**src/rtl/mem_port_arbiter_pkg.sv**
```systemverilog
// Shared types and constants for the three-requester memory port arbiter.
// Holds the FSM state encoding, requester indices and an index-to-one-hot helper.
package mem_port_arbiter_pkg;

    typedef enum logic [1:0] {
        IDLE      = 2'd0,
        REQ       = 2'd1,
        WAIT_RESP = 2'd2
    } state_e;

    localparam logic [1:0] REQ_IFETCH = 2'd0;
    localparam logic [1:0] REQ_DMEM   = 2'd1;
    localparam logic [1:0] REQ_PTW    = 2'd2;

    // Index 3 never names a requester, so it maps to no strobe at all.
    function automatic logic [2:0] idx_to_onehot(input logic [1:0] idx);
        logic [2:0] oh;
        oh = 3'b000;
        case (idx)
            REQ_IFETCH: oh = 3'b001;
            REQ_DMEM:   oh = 3'b010;
            REQ_PTW:    oh = 3'b100;
            default:    oh = 3'b000;
        endcase
        return oh;
    endfunction

endpackage

```
**src/rtl/mem_port_arbiter_rr_pick3.sv**
```systemverilog
// Combinational round-robin picker over three requesters.
// The search starts just after the previous owner and wraps modulo 3.
module rr_pick3
    import mem_port_arbiter_pkg::*;
(
    input  logic [2:0] req,
    input  logic [1:0] last,
    output logic       valid,
    output logic [1:0] idx
);

    always_comb begin
        valid = |req;
        idx   = REQ_IFETCH;
        case (last)
            REQ_IFETCH: begin
                if (req[1])      idx = REQ_DMEM;
                else if (req[2]) idx = REQ_PTW;
                else if (req[0]) idx = REQ_IFETCH;
            end
            REQ_DMEM: begin
                if (req[2])      idx = REQ_PTW;
                else if (req[0]) idx = REQ_IFETCH;
                else if (req[1]) idx = REQ_DMEM;
            end
            // last == REQ_PTW (and the unused code 3) restart the search at 0.
            default: begin
                if (req[0])      idx = REQ_IFETCH;
                else if (req[1]) idx = REQ_DMEM;
                else if (req[2]) idx = REQ_PTW;
            end
        endcase
    end

endmodule

```
**src/rtl/mem_port_arbiter.sv**
```systemverilog
// Arbitrates I-fetch, D-access and page-walker requests onto one memory port.
// One transaction at a time: IDLE -> REQ (hold valid until ready) -> WAIT_RESP.
module mem_port_arbiter
    import mem_port_arbiter_pkg::*;
#(
    parameter int TIMEOUT_CYCLES = 255,
    parameter int CNT_WIDTH      = 10
) (
    input  logic       i_clk,
    input  logic       i_rst,
    input  logic [2:0] i_req,
    output logic [2:0] o_gnt,
    output logic [1:0] o_sel,
    output logic       o_mem_valid,
    input  logic       i_mem_ready,
    input  logic       i_mem_resp_valid,
    output logic [2:0] o_resp_valid,
    output logic       o_busy,
    output logic       o_err
);

    // The counter reads N-1 during the N-th WAIT_RESP cycle, so expiry is the last one.
    localparam logic [CNT_WIDTH-1:0] CNT_LAST = CNT_WIDTH'(TIMEOUT_CYCLES - 1);
    localparam logic [CNT_WIDTH-1:0] CNT_ONE  = CNT_WIDTH'(1);

    state_e               state_q, state_d;
    logic [1:0]           owner_q, owner_d;
    logic [1:0]           last_owner_q, last_owner_d;
    logic [CNT_WIDTH-1:0] cnt_q, cnt_d;
    logic                 err_q, err_d;

    logic                 pick_valid;
    logic [1:0]           pick_idx;
    logic                 expire;

    rr_pick3 u_rr_pick3 (
        .req   (i_req),
        .last  (last_owner_q),
        .valid (pick_valid),
        .idx   (pick_idx)
    );

    assign expire = (cnt_q == CNT_LAST);

    always_ff @(posedge i_clk) begin
        if (i_rst) begin
            state_q      <= IDLE;
            owner_q      <= REQ_IFETCH;
            last_owner_q <= REQ_PTW;
            cnt_q        <= '0;
            err_q        <= 1'b0;
        end else begin
            state_q      <= state_d;
            owner_q      <= owner_d;
            last_owner_q <= last_owner_d;
            cnt_q        <= cnt_d;
            err_q        <= err_d;
        end
    end

    always_comb begin
        state_d      = state_q;
        owner_d      = owner_q;
        last_owner_d = last_owner_q;
        cnt_d        = cnt_q;
        err_d        = err_q;
        case (state_q)
            IDLE: begin
                if (i_mem_resp_valid) err_d = 1'b1;
                if (pick_valid) begin
                    owner_d = pick_idx;
                    state_d = REQ;
                end
            end
            REQ: begin
                if (i_mem_resp_valid) err_d = 1'b1;
                if (i_mem_ready) begin
                    cnt_d   = '0;
                    state_d = WAIT_RESP;
                end
            end
            WAIT_RESP: begin
                cnt_d = cnt_q + CNT_ONE;
                // A response on the expiry cycle wins over the timeout.
                if (i_mem_resp_valid) begin
                    last_owner_d = owner_q;
                    state_d      = IDLE;
                end else if (expire) begin
                    err_d        = 1'b1;
                    last_owner_d = owner_q;
                    state_d      = IDLE;
                end
            end
            default: state_d = IDLE;
        endcase
    end

    always_comb begin
        o_gnt        = 3'b000;
        o_sel        = 2'd0;
        o_mem_valid  = 1'b0;
        o_resp_valid = 3'b000;
        case (state_q)
            REQ: begin
                o_mem_valid = 1'b1;
                o_sel       = owner_q;
                if (i_mem_ready) o_gnt = idx_to_onehot(owner_q);
            end
            WAIT_RESP: begin
                o_sel = owner_q;
                if (i_mem_resp_valid) o_resp_valid = idx_to_onehot(owner_q);
            end
            default: ;
        endcase
    end

    assign o_busy = (state_q != IDLE);
    assign o_err  = err_q;

endmodule
```
**config.mk**
```make
export PLATFORM = sky130hd
export DESIGN_NAME = mem_port_arbiter
export DESIGN_NICKNAME = d
export VERILOG_FILES = /design/src/rtl/mem_port_arbiter_pkg.sv /design/src/rtl/mem_port_arbiter_rr_pick3.sv /design/src/rtl/mem_port_arbiter.sv
export SDC_FILE = /design/constraint.sdc
export NUM_CORES = 1
export LEC_CHECK = 0
export BUFFER_PORTS_ARGS = -buffer_cell sky130_fd_sc_hd__buf_2
export CAP_MARGIN = 0
export CORE_ASPECT_RATIO = 1.75
export CORE_MARGIN = 10
export CORE_UTILIZATION = 30
export DETAILED_ROUTE_END_ITERATION = 8
export GPL_TIMING_DRIVEN = 0
export HOLD_SLACK_MARGIN = 0.05
export MAX_ROUTING_LAYER = met4
export PLACE_DENSITY_LB_ADDON = 0.08
export SETUP_SLACK_MARGIN = 0.3
export SLEW_MARGIN = 20
export SYNTH_ARGS = -nofsm -noshare
export SYNTH_HDL_FRONTEND = slang
export SYNTH_SLANG_ARGS = --single-unit
```
**constraint.sdc**
```tcl
create_clock -name i_clk -period 2.3 [get_ports i_clk]
set_input_delay 0.46 -clock i_clk [delete_from_list [all_inputs] [get_ports i_clk]]
set_output_delay 0.46 -clock i_clk [all_outputs]
set_load 0.1 [all_outputs]
```
-- After elaboration in Yosys (flattened, before gate mapping)
Index checks and enable logic that the tools add are counted.
- bits in registers: 17
- output and inout port bits: 11
- word-level logic and storage cells: 60
- add/sub/neg operators: 1
- eq/ne operators: 12
- muxes and demuxes: 27
- reduce and logical (&&, ||, !) cells: 15
- operators by type and width (operator ; count):
    $mux W2 ; 12
    $pmux W10 S2 ; 1
    $mux W3 ; 4
    $add A10 B1 Y10 const B ; 1
    $eq A10 B8 Y1 const B ; 1
    $mux W10 ; 1
    $pmux W3 S3 ; 1
    $ne A2 B2 Y1 const B ; 4
    $reduce_bool A2 Y1 ; 4
    $eq A2 B1 Y1 const B ; 3
    $logic_not A2 Y1 ; 3
    $pmux W2 S3 ; 1
    $reduce_and A2 Y1 ; 3
    $mux W1 ; 5
    $eq A2 B2 Y1 const B ; 2
    $pmux W2 S2 ; 1
    $reduce_and A4 Y1 ; 1
    $reduce_or A2 Y1 ; 2
    $ne A3 B3 Y1 const B ; 1
    $reduce_and A3 Y1 ; 1
    $reduce_or A3 Y1 ; 1
    $ne A2 B1 Y1 const B ; 1
    $pmux W1 S2 ; 1

-- Depth between registers and ports, before layout
Gate-level depths: netlist of run 1.
- depth after elaboration: 4
- mapped depth: 6
- mapped depth without buffers: 6

-- Cells and area by module
A second synthesis of run 1 with hierarchy kept.
- cells, all modules: 128
- area total of the unflattened synthesis: 1021.0 um2
- by module, submodules not included (module ; instances ; cells an instance ; area an instance (um2) ; seq. area each (um2)):
    mem_port_arbiter ; 1 ; 120 ; 962.2 ; 340.3
    rr_pick3 ; 1 ; 8 ; 58.8 ; 0.0

-- Worst setup path before layout of run 1
No wires, ideal clock.
- path type: reg2out
- start: register state_q[1]
- end: output o_gnt[0]
- arrival time: 3.648 ns
- path slack: -1.808 ns
- cell stages (with the launch flop): 5
- path buffers: 0
- cells stage by stage: dfxtp_1 inv_1 ha_1 nand2_1 nor3_1
- word-level cells in the longest chain between the ends: 2
- RTL lines (what ; RTL line ; text):
    start, declared ; mem_port_arbiter.sv:26 ; state_e state_q, state_d;
    start signal, assigned ; mem_port_arbiter.sv:53 ; state_q <= state_d;
    $eq A2 B1 Y1 ; mem_port_arbiter.sv:103 ; case (state_q)
    $mux W3 ; mem_port_arbiter.sv:103 ;
    end, declared ; mem_port_arbiter.sv:12 ; output logic [2:0] o_gnt,
No other way between the ends.

-- Worst setup path after layout of run 1
Same ends and word-level chain as after synthesis.

==> impl_metrics.env, run 1 <==
export IMPL_synth_seq_cells=17
export IMPL_seq_area_frac_synth=0.346
export IMPL_drive_gt1_frac=0.284
export IMPL_end_kind="output port"
export IMPL_hold_slack_ns=0.514
export IMPL_grt_pass1_vias=917
export IMPL_hold_class="in -> reg"
export IMPL_rows=27
export IMPL_cts_tree="yes"
export IMPL_min_period_ns=1.91
export IMPL_async_flop_share=0
export IMPL_via_per_inst=4.91
export IMPL_place_area_um2=1200
export IMPL_first_pass_iters=4
export IMPL_fp_dieW_um=63.3
export IMPL_wirelength_mm=2.48
export IMPL_fin_nets=148
export IMPL_remaining_drc_errors=0
export IMPL_path_class="reg -> out"
export IMPL_power_density_nw_per_um2=1030
export IMPL_ant_nets=0
export IMPL_start_kind="flop"
export IMPL_port_buffers=17
export IMPL_wl_per_cell_um=14.0
export IMPL_vdd_drop_max_v=0.000474
export IMPL_rsz0062_at_grt="no"
export IMPL_die_h_um=95.7
export IMPL_slew_violations=0
export IMPL_cts_made_buffers=3
export IMPL_avgSynthCellArea_um2=8.70
export IMPL_clockRootBuffer="clkbuf_8"
export IMPL_synthToLayoutAreaGrowth_pct=34.6
export IMPL_yosysUniqueCellTypes=32
export IMPL_finalClockSkew_ns=0.00320
export IMPL_period_share=0.829
export IMPL_insertedDiodeCount=0
export IMPL_core_area_um2=3140
export IMPL_synth_nets=126
export IMPL_syn_inst=113
export IMPL_htreeDepth=1
export IMPL_place_congestion=0.740
export IMPL_ios=18
export IMPL_grtUsageTotal=0.0915
export IMPL_hpwl_mm=1.99
export IMPL_initial_core_util=0.313
export IMPL_setup_tns_ns=0
export IMPL_setup_violations=0
export IMPL_die_area_um2=6060
export IMPL_syn_area_um2=983
export IMPL_max_cap_viol_count=0
export IMPL_path_clk_slew_ns=0.07
export IMPL_clkSinkCount=17
export IMPL_synth_edff_count=0
export IMPL_p_leak_nw=0.483
export IMPL_clock_latency_ns=0.25
export IMPL_drtIter0Drc=20
export IMPL_yosys_warnings=0
export IMPL_vias=869
export IMPL_finish_instance_area_um2=1320
export IMPL_worst_pin_slew_ns=0.649
export IMPL_grt_remaining_overflow=0
export IMPL_status="finished, final reports clean"
export IMPL_grt_pass1_wl_mm=4.26
export IMPL_cts_hold_buf=0
export IMPL_antenna_found_initial=0
export IMPL_cp_required_ns=1.84
export IMPL_final_hold_violation_count=0
export IMPL_max_freq_mhz=524
export IMPL_synth_top_flop_cell="dfxtp_1"
export IMPL_cp_max_fo=5
export IMPL_slew_headroom=0.566
export IMPL_cts_buffer_depth=2
export IMPL_cp_arrival_ns=1.45
export IMPL_grt_max_degree=11
cell families after synthesis:
family                     count (synthesis)  synth area share
and+or+nand+nor                           54             0.318
AOI/OAI and AO/OA                         18             0.116
DFF                                       17             0.346
buffers and inverters                      7            0.0267
xor gates and xnor gates                   6            0.0534
adders and majority gates                  6            0.0763
muxes                                      5            0.0636
cells in the mapped netlist, types with 2 or more instances:
| library cell | n | share of area |
|---|---|---|
| and2_1 | 2 | 0.013 |
| nor2b_1 | 4 | 0.025 |
| nor2_1 | 14 | 0.053 |
| xnor2_1 | 6 | 0.053 |
| nand4_1 | 2 | 0.013 |
| nor3_1 | 6 | 0.031 |
| dfxtp_1 | 17 | 0.35 |
| nand3_1 | 2 | 0.010 |
| ha_1 | 6 | 0.076 |
| a21oi_1 | 6 | 0.031 |
| nor4b_2 | 2 | 0.031 |
| inv_1 | 6 | 0.023 |
| nand2_1 | 7 | 0.027 |
| o21ai_0 | 3 | 0.015 |
| nand2b_1 | 10 | 0.064 |
| mux2i_1 | 4 | 0.041 |
flip-flops by register name, indices dropped and copies added (netlist names):
register and cells:
last_owner_q 2, state_q 2, cnt_q 10, o_err 1
owner_q 2
worst max-delay path: stages, from the launching register on:
cell and delay [ns]:
dfxtp_1 0.36, inv_2 0.12, ha_4 0.20, nand2_4 0.10
nor3_4 0.21, buf_12 0.20
layout by cell type (no fill, tap or decap), drive strengths merged:
master   count
and2         2
or3          1
nand4        2
nor4b        2
o31a         1
clkbuf       4
nor2b        4
nor2        14
a32oi        1
nand2        7
o22ai        1
nand3        2
buf         17
a31oi        1
nand2b      10
a2bb2oi      1
o21bai       1
a21oi        6
inv          6
dfxtp       17
a31o         1
or2b         1
or3b         1
ha           6
o41ai        1
nor3         6
clkinv       1
mux2i        5
nor4         1
nor3b        1
xnor2        6
o21ai        4
routing by layer:
| metal | vias to the layer above | share of wire | track usage |
|---|---|---|---|
| met5 | - | 0 | - |
| met4 | 0 | 0.018 | 0.0385 |
| met3 | 4 | 0.032 | 0.0233 |
| met2 | 15 | 0.58 | 0.181 |
| met1 | 416 | 0.37 | 0.0796 |
| li1 | 434 | - | - |
power by group:
group          total [mW]  switching [mW]  internal [mW]
clock network       0.224           0.104          0.120
registers           0.382          0.0535          0.329
logic               0.754           0.530          0.224
total                1.36           0.687          0.673
through the flow:
stage	instances	util	setup WS [ns]	power (mW)
6_report	177	0.421	0.393	1.36
5_1_grt	177	0.421	0.303	1.45
3_5_place_dp	173	0.381	0.198	1.09
2_1_floorplan	113	-	0.116	0.978
4_1_cts	177	0.411	0.243	1.36
3_3_place_gp	173	0.381	0.219	1.08
timing repair:
item / 4_1_cts / 5_1_grt
endpoints found under the hold margin: 0 / 0
cloned: 0 / 0
setup buffers: 0 / 0
gates resized for setup: 14 / 9
setup endpoints to repair: 9 / 6
worst paths after layout:
path | startpoint | to | slack (ns) | cells past startpoint
max | state_q[1] | o_gnt[0] | 0.39 | 5
min | i_rst | state_q[1] | 0.51 | 3
max reg2reg | state_q[1] | cnt_q[9] | 0.55 | 6
min reg2reg | last_owner_q[0] | last_owner_q[0] | 0.52 | 2
final cells by class:
type | instances | area, µm²
Multi-Input combinational cell | 89 | 709
Clock inverter | 1 | 5.00
Buffer | 1 | 3.75
Inverter | 6 | 22.5
Fill cell | 327 | 1820
Timing Repair Buffer | 17 | 148
Tap cell | 43 | 53.8
Sequential cell | 17 | 340
Clock buffer | 3 | 41.3
Note: power is estimated with default switching activity, not from simulation.
==> run 2, diff against run 1 <==
Settings changed: ABC_AREA set to 1.
Clock period 2.3 ns to 1.7 ns, I/O delays scaled along.
==> impl_metrics.env, run 2 <==
export IMPL_grt_remaining_overflow=0
export IMPL_die_area_um2=6100
export IMPL_fin_cells=229
export IMPL_p_sw_mw=1.34
export IMPL_hold_class="in -> reg"
export IMPL_grt_pass1_vias=1015
export IMPL_grt_max_degree=10
export IMPL_synth_nets=157
export IMPL_yosys_warnings=0
export IMPL_yosysMostFrequentCell="nand2_1"
export IMPL_ant_nets=0
export IMPL_cts_tree="yes"
export IMPL_final_util=0.565
export IMPL_grt_pass1_wl_mm=4.49
export IMPL_fin_nets=200
export IMPL_vias=1041
export IMPL_power_density_nw_per_um2=1560
export IMPL_syn_area_um2=992
export IMPL_cp_max_fo=4
export IMPL_wirelength_mm=2.74
export IMPL_avgSynthCellArea_um2=6.89
export IMPL_syn_inst=144
export IMPL_path_class="reg -> out"
export IMPL_final_cell_mix="nand2_1, inv_1, dfxtp_1"
export IMPL_finalClockSkew_ns=0.00428
export IMPL_first_pass_iters=3
export IMPL_drive_gt1_frac=0.478
export IMPL_worstHoldEndpoint="last_owner_q[0]"
export IMPL_max_freq_mhz=617
export IMPL_slew_headroom=0.677
export IMPL_cts_made_buffers=3
export IMPL_synth_area_leaders="dfxtp_1, nand2_1, inv_1"
export IMPL_fillers=298
export IMPL_min_period_ns=1.62
export IMPL_setup_violations=0
export IMPL_clockRootBuffer="clkbuf_8"
export IMPL_largest_register="cnt_q"
export IMPL_period_share=0.954
export IMPL_vdd_drop_max_v=0.00151
export IMPL_reg2reg_slack_ns=0.10
export IMPL_synth_top_area_share=0.343
export IMPL_p_leak_nw=0.703
export IMPL_fp_dieW_um=63.5
export IMPL_setup_tns_ns=0
export IMPL_switching_share=0.480
export IMPL_yosysUniqueCellTypes=22
export IMPL_synth_edff_count=0
export IMPL_worst_slack_ns=0.0784
export IMPL_ios=18
export IMPL_die_h_um=96.1
export IMPL_insertedDiodeCount=0
export IMPL_synth_top_flop_cell="dfxtp_1"
export IMPL_drtIter0Drc=5
export IMPL_largest_register_ffs=10
export IMPL_layout_commonest_cell="nand2_1"
export IMPL_clockPowerShare=0.105
export IMPL_port_buffers=17
export IMPL_reg2reg_depth=11
export IMPL_synth_common_cells="nand2_1, inv_1, nor2_1"
export IMPL_initial_core_util=0.312
export IMPL_power_mw=2.80
export IMPL_hold_start="i_rst"
export IMPL_rsz0062_at_grt="yes"
export IMPL_hold_path_depth=2
export IMPL_async_flop_share=0
export IMPL_synth_seq_cells=17
export IMPL_remaining_drc_errors=0
export IMPL_post_place_ws_ns=0.0343
export IMPL_cp_required_ns=1.36
export IMPL_regToRegEndpoint="cnt_q[3]"
export IMPL_core_area_um2=3180
export IMPL_start_kind="flop"
export IMPL_worst_pin_slew_ns=0.487
export IMPL_p_int_mw=1.46
export IMPL_seq_area_frac_synth=0.343
export IMPL_pwr_share_seq=0.198
export IMPL_antenna_found_initial=0
export IMPL_combPwrFrac=0.697
export IMPL_post_place_cells=204
export IMPL_clock_latency_ns=0.24
export IMPL_status="finished, final reports clean"
export IMPL_end_kind="output port"
export IMPL_cts_hold_buf=0
export IMPL_wl_per_cell_um=11.9
export IMPL_finish_instance_area_um2=1790
export IMPL_htreeDepth=1
export IMPL_via_per_inst=4.55
export IMPL_yosys_area_top_type="dfxtp_1"
export IMPL_worstReg2RegStart="state_q[0]"
export IMPL_clkSinkCount=17
export IMPL_synthToLayoutAreaGrowth_pct=80.8
export IMPL_place_area_um2=1250
export IMPL_hpwl_mm=2.03
export IMPL_slew_violations=0
export IMPL_cts_buffer_depth=2
export IMPL_cp_arrival_ns=1.28
export IMPL_rows=27
export IMPL_grtUsageTotal=0.0939
export IMPL_place_congestion=0.756
export IMPL_final_hold_violation_count=0
export IMPL_hold_slack_ns=0.349
export IMPL_max_cap_viol_count=0
export IMPL_path_clk_slew_ns=0.07
run 2: kinds of logic (layout without fill, tap and decap cells):
group / count (synthesis) / in the layout / synth area share
AOI/OAI and AO/OA: 29 / 29 / 0.159
and+or+nand+nor: 67 / 67 / 0.320
adders and majority gates: 6 / 6 / 0.0757
DFF: 17 / 17 / 0.343
buffers and inverters: 25 / 67 / 0.102
run 2: routing by layer:
| metal | track usage | share of wire |
|---|---|---|
| met5 | - | 0 |
| met1 | 0.0848 | 0.37 |
| met2 | 0.183 | 0.59 |
| met4 | 0.0421 | 0.011 |
| met3 | 0.0198 | 0.030 |
run 2: area by class of cell:
type                    instances  area [µm²]  area share
multi-input cells             102         798       0.445
repair buffers                 38         427       0.238
flip-flops and latches         17         348       0.194
inverters                      24         111      0.0621
well taps                      43        53.8      0.0300
clock buffers                   4        45.0      0.0251
plain buffers                   1        11.3     0.00628
run 2: worst max-delay path, stage by stage, from the launching register on:
cell     delay [ns]
dfxtp_4        0.36
inv_4          0.08
ha_4           0.13
buf_6          0.11
nand2_8        0.07
nor2_4         0.11
buf_12         0.18
run 2: worst max path at each step:
stage	from	endpoint	slack (ns)	depth (start not counted)
CTS	state_q[0]	o_resp_valid[0]	0.05	6
finish	state_q[0]	o_resp_valid[0]	0.08	6
detailed placement	state_q[0]	o_resp_valid[0]	0.03	6
global placement	state_q[0]	o_sel[1]	0.05	5
global route	state_q[0]	cnt_q[8]	-0.004	11
floorplan	state_q[1]	o_gnt[0]	-0.005	4
run 2: power by group through the flow:
stage / combinational [mW] / sequential (mW) / clock (mW)
global route: 2.06 / 0.563 / 0.326
global placement: 1.22 / 0.533 / 0
CTS: 1.80 / 0.553 / 0.313
detailed placement: 1.24 / 0.536 / 0
floorplan: 0.995 / 0.587 / 0
finish: 1.95 / 0.552 / 0.295
run 2: timing repair:
action	in CTS	in global routing
cloned	0	0
pin swaps	14	13
resized for setup	72	20
setup endpoints to repair	19	26
buffers inserted	15	6
==> run 3, diff against run 2 <==
Settings changed: SETUP_SLACK_MARGIN 0.3 to 0.02.
==> impl_metrics.env, run 3 (synthesis gave the netlist of run 2 again) <==
export IMPL_start_kind="flop"
export IMPL_place_congestion=0.777
export IMPL_fillers=369
export IMPL_insertedDiodeCount=0
export IMPL_die_area_um2=6100
export IMPL_final_util=0.454
export IMPL_hold_class="in -> reg"
export IMPL_cp_required_ns=1.36
export IMPL_hpwl_mm=2.04
export IMPL_grt_pass1_vias=1045
export IMPL_period_share=0.986
export IMPL_end_kind="output port"
export IMPL_wirelength_mm=2.53
export IMPL_ios=18
export IMPL_pwr_share_seq=0.242
export IMPL_power_density_nw_per_um2=1530
export IMPL_setup_tns_ns=0
export IMPL_post_place_ws_ns=-0.0453
export IMPL_path_clk_slew_ns=0.07
export IMPL_max_freq_mhz=597
export IMPL_cts_hold_buf=0
export IMPL_largest_register="cnt_q"
export IMPL_combPwrFrac=0.621
export IMPL_slew_headroom=0.676
export IMPL_die_h_um=96.1
export IMPL_slew_violations=0
export IMPL_htreeDepth=1
export IMPL_layout_commonest_cell="nand2_1"
export IMPL_ant_nets=0
export IMPL_vias=987
export IMPL_switching_share=0.517
export IMPL_post_place_cells=204
export IMPL_hold_start="i_rst"
export IMPL_cp_max_fo=4
export IMPL_core_area_um2=3180
export IMPL_worstHoldEndpoint="cnt_q[1]"
export IMPL_grt_max_degree=10
export IMPL_via_per_inst=4.61
export IMPL_clockRootBuffer="clkbuf_8"
export IMPL_worst_pin_slew_ns=0.490
export IMPL_final_cell_mix="nand2_1, inv_1, dfxtp_1"
export IMPL_fin_nets=185
export IMPL_fp_dieW_um=63.5
export IMPL_reg2reg_slack_ns=0.12
export IMPL_remaining_drc_errors=0
export IMPL_drive_gt1_frac=0.327
export IMPL_max_cap_viol_count=0
export IMPL_initial_core_util=0.312
export IMPL_rows=27
export IMPL_fin_cells=214
export IMPL_worstReg2RegStart="state_q[0]"
export IMPL_hold_path_depth=2
export IMPL_cp_arrival_ns=1.34
export IMPL_regToRegEndpoint="cnt_q[8]"
export IMPL_largest_register_ffs=10
export IMPL_status="finished, final reports clean"
export IMPL_p_sw_mw=1.14
export IMPL_clockPowerShare=0.138
export IMPL_cts_buffer_depth=2
export IMPL_wl_per_cell_um=11.8
export IMPL_worst_slack_ns=0.0237
export IMPL_clock_latency_ns=0.25
export IMPL_setup_violations=0
export IMPL_cts_tree="yes"
export IMPL_grtUsageTotal=0.0902
export IMPL_hold_slack_ns=0.347
export IMPL_p_leak_nw=0.573
export IMPL_port_buffers=17
export IMPL_p_int_mw=1.06
export IMPL_grt_pass1_wl_mm=4.43
export IMPL_cts_made_buffers=3
export IMPL_antenna_found_initial=0
export IMPL_min_period_ns=1.68
export IMPL_finalClockSkew_ns=0.00279
export IMPL_drtIter0Drc=15
export IMPL_first_pass_iters=3
export IMPL_final_hold_violation_count=0
export IMPL_synthToLayoutAreaGrowth_pct=45.3
export IMPL_path_class="reg -> out"
export IMPL_vdd_drop_max_v=0.00115
export IMPL_reg2reg_depth=9
export IMPL_grt_remaining_overflow=0
export IMPL_rsz0062_at_grt="yes"
export IMPL_clkSinkCount=17
[run 3: repair_timing]
action	in CTS	in global routing
gates resized for setup	27	13
setup endpoints to repair	9	12
buffers inserted	1	5
gates cloned	0	0
pin swaps	0	3
[run 3: layout make-up]
| type | count | area [µm²] | share of cell area |
|---|---|---|---|
| well taps | 43 | 53.8 | 0.0373 |
| multi-input cells | 102 | 657 | 0.456 |
| clock buffers | 4 | 45.0 | 0.0313 |
| flip-flops and latches | 17 | 345 | 0.240 |
| plain buffers | 1 | 11.3 | 0.00781 |
| inverters | 24 | 98.8 | 0.0686 |
| repair buffers | 23 | 230 | 0.160 |
[run 3: worst max-delay path: stages, from the launching register on]
cell and delay [ns]:
dfxtp_4 0.36, inv_4 0.07, ha_2 0.16, buf_6 0.11, nand2_4 0.08, nor2_4 0.12
buf_12 0.18
[run 3: worst max-delay path by stage]
stage	from	cells past startpoint	end
after detailed placement	state_q[0]	6	o_resp_valid[1]
final	state_q[0]	6	o_resp_valid[2]
after global placement	state_q[0]	6	o_resp_valid[1]
after CTS	state_q[0]	6	o_resp_valid[1]
after floorplan	state_q[0]	4	o_sel[0]
after global routing	state_q[0]	6	o_resp_valid[2]
[run 3: through the flow]
stage / total power, mW / cell area [µm²]
after floorplan: 1.55 / 1090
after global placement: 1.72 / 1230
after detailed placement: 1.74 / 1230
after CTS: 2.14 / 1370
after global routing: 2.33 / 1440
final: 2.21 / 1440
[run 3: metal layers]
| layer | routed length (µm) | GRT usage |
|---|---|---|
| met1 | 1020 | 0.0800 |
| met2 | 1420 | 0.181 |
| met3 | 35 | 0.0116 |
| met4 | 54 | 0.0440 |
| met5 | 0 | - |
[run 3: power by group through the flow]
stage          clock [mW]  combinational [mW]  sequential [mW]
2_1_floorplan           0               0.968            0.582
3_3_place_gp            0                1.19            0.529
3_5_place_dp            0                1.20            0.531
4_1_cts             0.316                1.30            0.525
5_1_grt             0.326                1.46            0.542
6_report            0.304                1.37            0.534
